==> config.mk <==
export PLATFORM = sky130hd
export DESIGN_NAME = frame_sequencer
export DESIGN_NICKNAME = d
export VERILOG_FILES = /design/src/rtl/frame_sequencer.sv
export SDC_FILE = /design/constraint.sdc
export NUM_CORES = 1
export LEC_CHECK = 0
export BUFFER_PORTS_ARGS = -buffer_cell sky130_fd_sc_hd__buf_2
export CELL_PAD_IN_SITES_DETAIL_PLACEMENT = 1
export CELL_PAD_IN_SITES_GLOBAL_PLACEMENT = 1
export CORE_ASPECT_RATIO = 0.6
export CORE_UTILIZATION = 50
export CTS_BUF_LIST = sky130_fd_sc_hd__clkbuf_2
export DETAILED_ROUTE_END_ITERATION = 6
export GPL_TIMING_DRIVEN = 0
export MAX_ROUTING_LAYER = met4
export PLACE_DENSITY_LB_ADDON = 0.1
export SYNTH_ARGS = -nofsm -noshare
export SYNTH_HDL_FRONTEND = slang
export SYNTH_SLANG_ARGS = --single-unit
==> constraint.sdc <==
create_clock -name ACLK1 -period 2.44 [get_ports ACLK1]
set_input_delay 0.488 -clock ACLK1 [delete_from_list [all_inputs] [get_ports ACLK1]]
set_output_delay 0.488 -clock ACLK1 [all_outputs]
set_load 0.02 [all_outputs]
==> src/rtl/frame_sequencer.sv <==
// rtl/frame_sequencer.sv - APU frame sequencer: quarter/half-frame step pulses, $4017 register, frame IRQ
module frame_sequencer #(
    parameter int CNT_W    = 15,
    parameter int S1       = 3728,
    parameter int S2       = 7456,
    parameter int S3       = 11185,
    parameter int S4       = 14914,
    parameter int S5       = 18640,
    parameter int WR_DELAY = 2
) (
    input  logic       ACLK1,
    input  logic       RES,
    input  logic       W4017,
    input  logic [7:0] DB,
    input  logic       n_R4015,
    output logic       nLFO1,
    output logic       nLFO2,
    output logic       INT_FRAME,
    output logic       MODE5
);

    localparam int DLY_W = $clog2(WR_DELAY + 1);

    localparam logic [CNT_W-1:0] C_S1 = CNT_W'(S1);
    localparam logic [CNT_W-1:0] C_S2 = CNT_W'(S2);
    localparam logic [CNT_W-1:0] C_S3 = CNT_W'(S3);
    localparam logic [CNT_W-1:0] C_S4 = CNT_W'(S4);
    localparam logic [CNT_W-1:0] C_S5 = CNT_W'(S5);
    localparam logic [DLY_W-1:0] DLY_LOAD = DLY_W'(WR_DELAY);
    localparam logic [DLY_W-1:0] DLY_ONE  = DLY_W'(1);

    logic [CNT_W-1:0] cnt;
    logic             mode5;
    logic             irq_inh;
    logic             irq_flag;
    logic             pend_mode;
    logic [DLY_W-1:0] dly;
    logic             n_lfo1_q;
    logic             n_lfo2_q;

    logic at_last;
    logic quarter;
    logic half;
    logic restart;
    logic irq_set;
    logic unused_db;

    assign unused_db = ^DB[5:0];

    always_comb begin
        at_last = mode5 ? (cnt == C_S5) : (cnt == C_S4);
        half    = (cnt == C_S2) || at_last;
        quarter = (cnt == C_S1) || (cnt == C_S3) || half;
        // A write landing on the final delay cycle reloads the delay instead of restarting.
        restart = (dly == DLY_ONE) && !W4017;
        irq_set = (cnt == C_S4) && !mode5 && !irq_inh && !restart;
    end

    always_ff @(posedge ACLK1 or posedge RES) begin
        if (RES) begin
            cnt   <= '0;
            mode5 <= 1'b0;
        end else if (restart) begin
            cnt   <= '0;
            mode5 <= pend_mode;
        end else if (at_last) begin
            cnt <= '0;
        end else begin
            cnt <= cnt + 1'b1;
        end
    end

    // The restart edge replaces the old-count decode with the immediate 5-step clock.
    always_ff @(posedge ACLK1 or posedge RES) begin
        if (RES) begin
            n_lfo1_q <= 1'b1;
            n_lfo2_q <= 1'b1;
        end else if (restart) begin
            n_lfo1_q <= !pend_mode;
            n_lfo2_q <= !pend_mode;
        end else begin
            n_lfo1_q <= !quarter;
            n_lfo2_q <= !half;
        end
    end

    always_ff @(posedge ACLK1 or posedge RES) begin
        if (RES) begin
            irq_inh   <= 1'b0;
            pend_mode <= 1'b0;
            dly       <= '0;
        end else if (W4017) begin
            irq_inh   <= DB[6];
            pend_mode <= DB[7];
            dly       <= DLY_LOAD;
        end else if (dly != '0) begin
            dly <= dly - 1'b1;
        end
    end

    always_ff @(posedge ACLK1 or posedge RES) begin
        if (RES) begin
            irq_flag <= 1'b0;
        end else if (W4017 && DB[6]) begin
            irq_flag <= 1'b0;
        end else if (irq_set) begin
            irq_flag <= 1'b1;
        end else if (!n_R4015) begin
            irq_flag <= 1'b0;
        end
    end

    assign nLFO1     = n_lfo1_q;
    assign nLFO2     = n_lfo2_q;
    assign INT_FRAME = irq_flag;
    assign MODE5     = mode5;

endmodule

**After elaboration in Yosys (flattened, before gate mapping)**

Index checks and enable logic that the tools add are counted.
Widths: inputs -> output; s select.

- Mux-type cells: 10
- Reduce and logical (&&, ||, !) cells: 17
- $add $sub $neg: 2
- Equality and inequality tests: 7

Operators by type and width:

| kind | number |
|---|---|
| $eq 15x14->1 const B | 2 |
| $mux 15 | 2 |
| $add 15x1->15 const B | 1 |
| $eq 15x12->1 const B | 1 |
| $eq 15x13->1 const B | 1 |
| $eq 15x15->1 const B | 1 |
| $logic_not 1->1 | 7 |
| $mux 1 | 6 |
| $logic_and 1x1->1 | 5 |
| $mux 2 | 2 |
| $reduce_bool 2->1 | 2 |
| $logic_or 1x1->1 | 3 |
| $ne 3x1->1 const B | 1 |
| $eq 2x1->1 const B | 1 |
| $sub 2x1->2 const B | 1 |

- Flip-flop bits (word level): 23
- Output and inout bits: 4
- Bits of input ports: 12

**Depth between registers and ports, before layout**

- Word-level depth: 6
- Gate-level depth with buffers: 7
- Depth with buffers taken out: 6

**Worst setup path before layout**

Ideal clock, no wire load.

- Kind: register to register
- From: register cnt[0]
- To: register n_lfo1_q (netlist: nLFO1)
- Setup time: 0.096 ns
- Data arrival time: 1.424 ns
- Buffers on the path: 0
- Cell stages (with the launch flop): 7
- Path slack: 0.921 ns
- Cells stage by stage: dfrtp_1 inv_1 ha_1 and4b_1 nand4_1 nand3_2 o32ai_1

- Cells in the longest elaborated chain, start to end: 6
- Elaborated cells between the ends (all ways): 11
- Classes of those cells: 5 x eq/ne; 2 x mux; 4 x reduce/logical

Ends and longest elaborated chain:

| item | line | source |
|---|---|---|
| from (decl) | 32 | `logic [CNT_W-1:0] cnt;` |
| from (signal assigned) | 69 | `cnt <= cnt + 1'b1;` |
| $eq 15x14->1 or $eq 15x15->1 (tied branches) | 51 | `at_last = mode5 ? (cnt == C_S5) : (cnt == C_S4);` |
| $mux 1 | 51 |  |
| $logic_or 1x1->1 | 52 | `half = (cnt == C_S2) \|\| at_last;` |
| $logic_or 1x1->1 * | 53 | `quarter = (cnt == C_S1) \|\| (cnt == C_S3) \|\| half;` |
| $logic_not 1->1 * | 82 | `n_lfo1_q <= !quarter;` |
| $mux 1 * | 78 | `end else if (restart) begin` |
| to (signal assigned) | 79 | `n_lfo1_q <= !pend_mode;` |
| to (signal assigned) | 82 |  |
| to (decl) | 38 | `logic n_lfo1_q;` |

Every way passes the cells marked *; elsewhere a longest branch is shown, timed or not.
A chain may end at the register's enable or synchronous reset.

**Worst setup path in the final report**

Ends and elaborated chain as after synthesis.

==> impl_metrics.toml <==
[outcome]
status = "finished, final reports clean"

[floorplan]
initial_core_util = 0.561
boundaryPins = 16
row_count = 13
die_w_um = 67.7
core_area_um2 = 2310
die_area_um2 = 2810
die_h_um = 41.4

[drt]
ant_nets = 0
routedWlPerCell_um = 17.4
vias = 986
drt-total-wl_um = 2990
viasPerCell = 5.73
drc = 0
firstDrtPassIters = 4
drt_iter0_markers = 64

[clock_tree]
cts_buffers = 3
cts_htree_levels = 1
cts_hold_buf = 0
clkTransAtPathRegs_ps = 210
cts-resized-gates = 0
cts-root-buf = "clkbuf_2"
clockBufferDepth = 2
cts_setup_buffers = 0
clock_latency_ps = 340
tritoncts = "yes"
cts.sinks = 23

[worst_setup_path]
slowest_stage = "dfrtp_1"
cp-start-kind = "flop"
crit_type = "flop to flop"
crit_fanout = 8
required_ps = 2710
arrival_ps = 2080
crit_family = "simple AND/OR/NAND/NOR gates"
path_cells = "inv_1 > ha_1 > and4b_1 > nand4_1 > nand3_2 > o32ai_1"
crit_buf_inv = 1
crit_path_max_incr_delay_ps = 510
cp-end-kind = "flop"

[timing]
layout_setup_ws_ps = 626
setup_tns_ps = 0
fin_crit_sh = 0.744
setup_viol = 0
fmax_mhz = 551
final-hold-violation-count = 0
fin_skew_ps = 7.51
slew_viol_final = 0
rsz0062_at_grt = "no"
worst_pin_slew_ps = 859
period_needed_ps = 1810
maxSlewHeadroom = 0.427

[place]
place.gp.congestion = 0.807
dp_hpwl_um = 2330
portBuffers = 9
place_inst = 168
dpl_worst_slack_ps = 674

[global_route]
met3_usage = 0.0632
grt_overflow_total = 0
busiest_layer = "met2"
grt_start_max_net_pins = 24
first_global_vias = 1076
grt_pass1_wl_um = 5080
use_met1 = 0.339
grt_use_met2 = 0.376
antenna_found_initial = 0
grt.total_usage = 0.256

[synthesis]
syn-num-nets = 147
synth_top_cell_by_area = "dfrtp_1"
syn_avg_cell_area_um2 = 10.0
synth.area.top_cells = "dfrtp_1, ha_1, xor2_1, nor2_1, nand4_1"
synth_seq_area_share = 0.446
syn_inst = 129
synth.top_cell.area_share = 0.405
yosysWarnings = 0
ys.flop_type = "dfrtp_1"
synth.distinct_cells = 36
ys_seq_elements = 23
netlist_area_um2 = 1300
synth_edf_count = 0
synthArstFlopShare = 1.00

[job]
maxCapViolations = 0

[final_layout]
drive_above_1_share = 0.211
syn2layout_area_growth_pct = 7.91
instances_no_fill = 172
diodes = 0
fill_cells = 268
nets = 161

[hold_path]
hold_class = "primary input to async pin"

[pwr]
cellPowerDensity_nw_per_um2 = 847
leakage_nw = 0.651
peakVddDrop_mv = 0.510
[worst reg2reg max path: cells and delay by family (launching register included)]
kind	cells	cell delay (ps)
fa+ha+maj	1	260
buf+inv	1	100
simple gates	3	550
flops	1	510
compound gates	1	340
[cell usage in the layout, fill, tap and decap left out, drive strengths merged, types with 2 or more instances in the layout]
cell type / synthesis / layout
clkbuf: 0 / 4
mux2: 3 / 3
a21oi: 2 / 2
dfrtp: 21 / 21
nor3b: 2 / 2
dfstp: 2 / 2
xnor2: 6 / 6
nor2: 16 / 16
and3: 3 / 3
and4b: 3 / 3
o21ai: 2 / 2
nand2: 8 / 8
nand4: 9 / 9
buf: 7 / 16
inv: 7 / 7
nand3: 6 / 6
xor2: 7 / 7
nand2b: 2 / 2
nor4: 5 / 5
ha: 6 / 6
[synthesized netlist by cell type, types with 3 or more instances]
cell type,n
buf_6,3
inv_1,7
dfrtp_1,21
and4b_1,3
xor2_1,7
nand3_1,4
nand4_1,9
ha_1,6
mux2_2,3
nor4_1,5
nand2_1,8
xnor2_1,6
nor2_1,16
[flip-flops by register name, summed over array words and instances, names as in the netlist]
| signal | count |
|---|---|
| cnt | 15 |
| dly | 2 |
| INT_FRAME | 1 |
| MODE5 | 1 |
| irq_inh | 1 |
| nLFO1 | 1 |
| nLFO2 | 1 |
| pend_mode | 1 |
[layer usage]
layer,vias up,part of all wire
li1,476,-
met1,486,0.48
met2,20,0.47
met3,4,0.040
met4,0,0.011
met5,-,0
[final cells by class]
class | instances | area, um2 | share of cell area
buffer | 7 | 58.8 | 0.0420
clock buffer | 4 | 20.0 | 0.0143
inverter | 7 | 26.3 | 0.0188
multi-input combinational | 92 | 633 | 0.453
sequential | 23 | 578 | 0.413
tap | 30 | 37.5 | 0.0268
timing repair buffer | 9 | 45.0 | 0.0322
[final timing paths]
kind	startpoint	slack [ps]	cells past startpoint	to
setup / recovery	cnt[0]	630	6	nLFO1
hold / removal	RES	280	2	cnt[5]
setup reg to reg	cnt[0]	630	6	nLFO1
hold reg to reg	pend_mode	520	1	nLFO1
max in group asynchronous	RES	1640	2	cnt[6]
min in group ACLK1	DB[6]	310	2	INT_FRAME
[cell families after synthesis]
logic type,count (synthesis),share of synthesized area
xor+xnor,13,0.0878
buf+inv,14,0.0656
compound gates,7,0.0357
simple gates,62,0.273
mux,4,0.0338
fa+ha+maj,6,0.0579
flops,23,0.446
[power by group]
part | internal, W | total, W | switching [W] | leakage, nW
clock network | 0.0000434 | 0.000157 | 0.000114 | 0.0166
logic | 0.000189 | 0.000456 | 0.000267 | 0.342
registers | 0.000471 | 0.000572 | 0.000101 | 0.292
[per-stage QoR]
stage                     total power, W   util  hold WS [ps]  area (um2)
after floorplan                 0.000887      -           430        1300
after global placement          0.000984  0.597           482        1380
after detailed placement         0.00103  0.597           492        1380
after CTS                        0.00120  0.606           292        1400
after global routing             0.00127  0.606           288        1400
final                            0.00119  0.606           276        1400
Note: power is estimated with default switching activity, not from simulation.
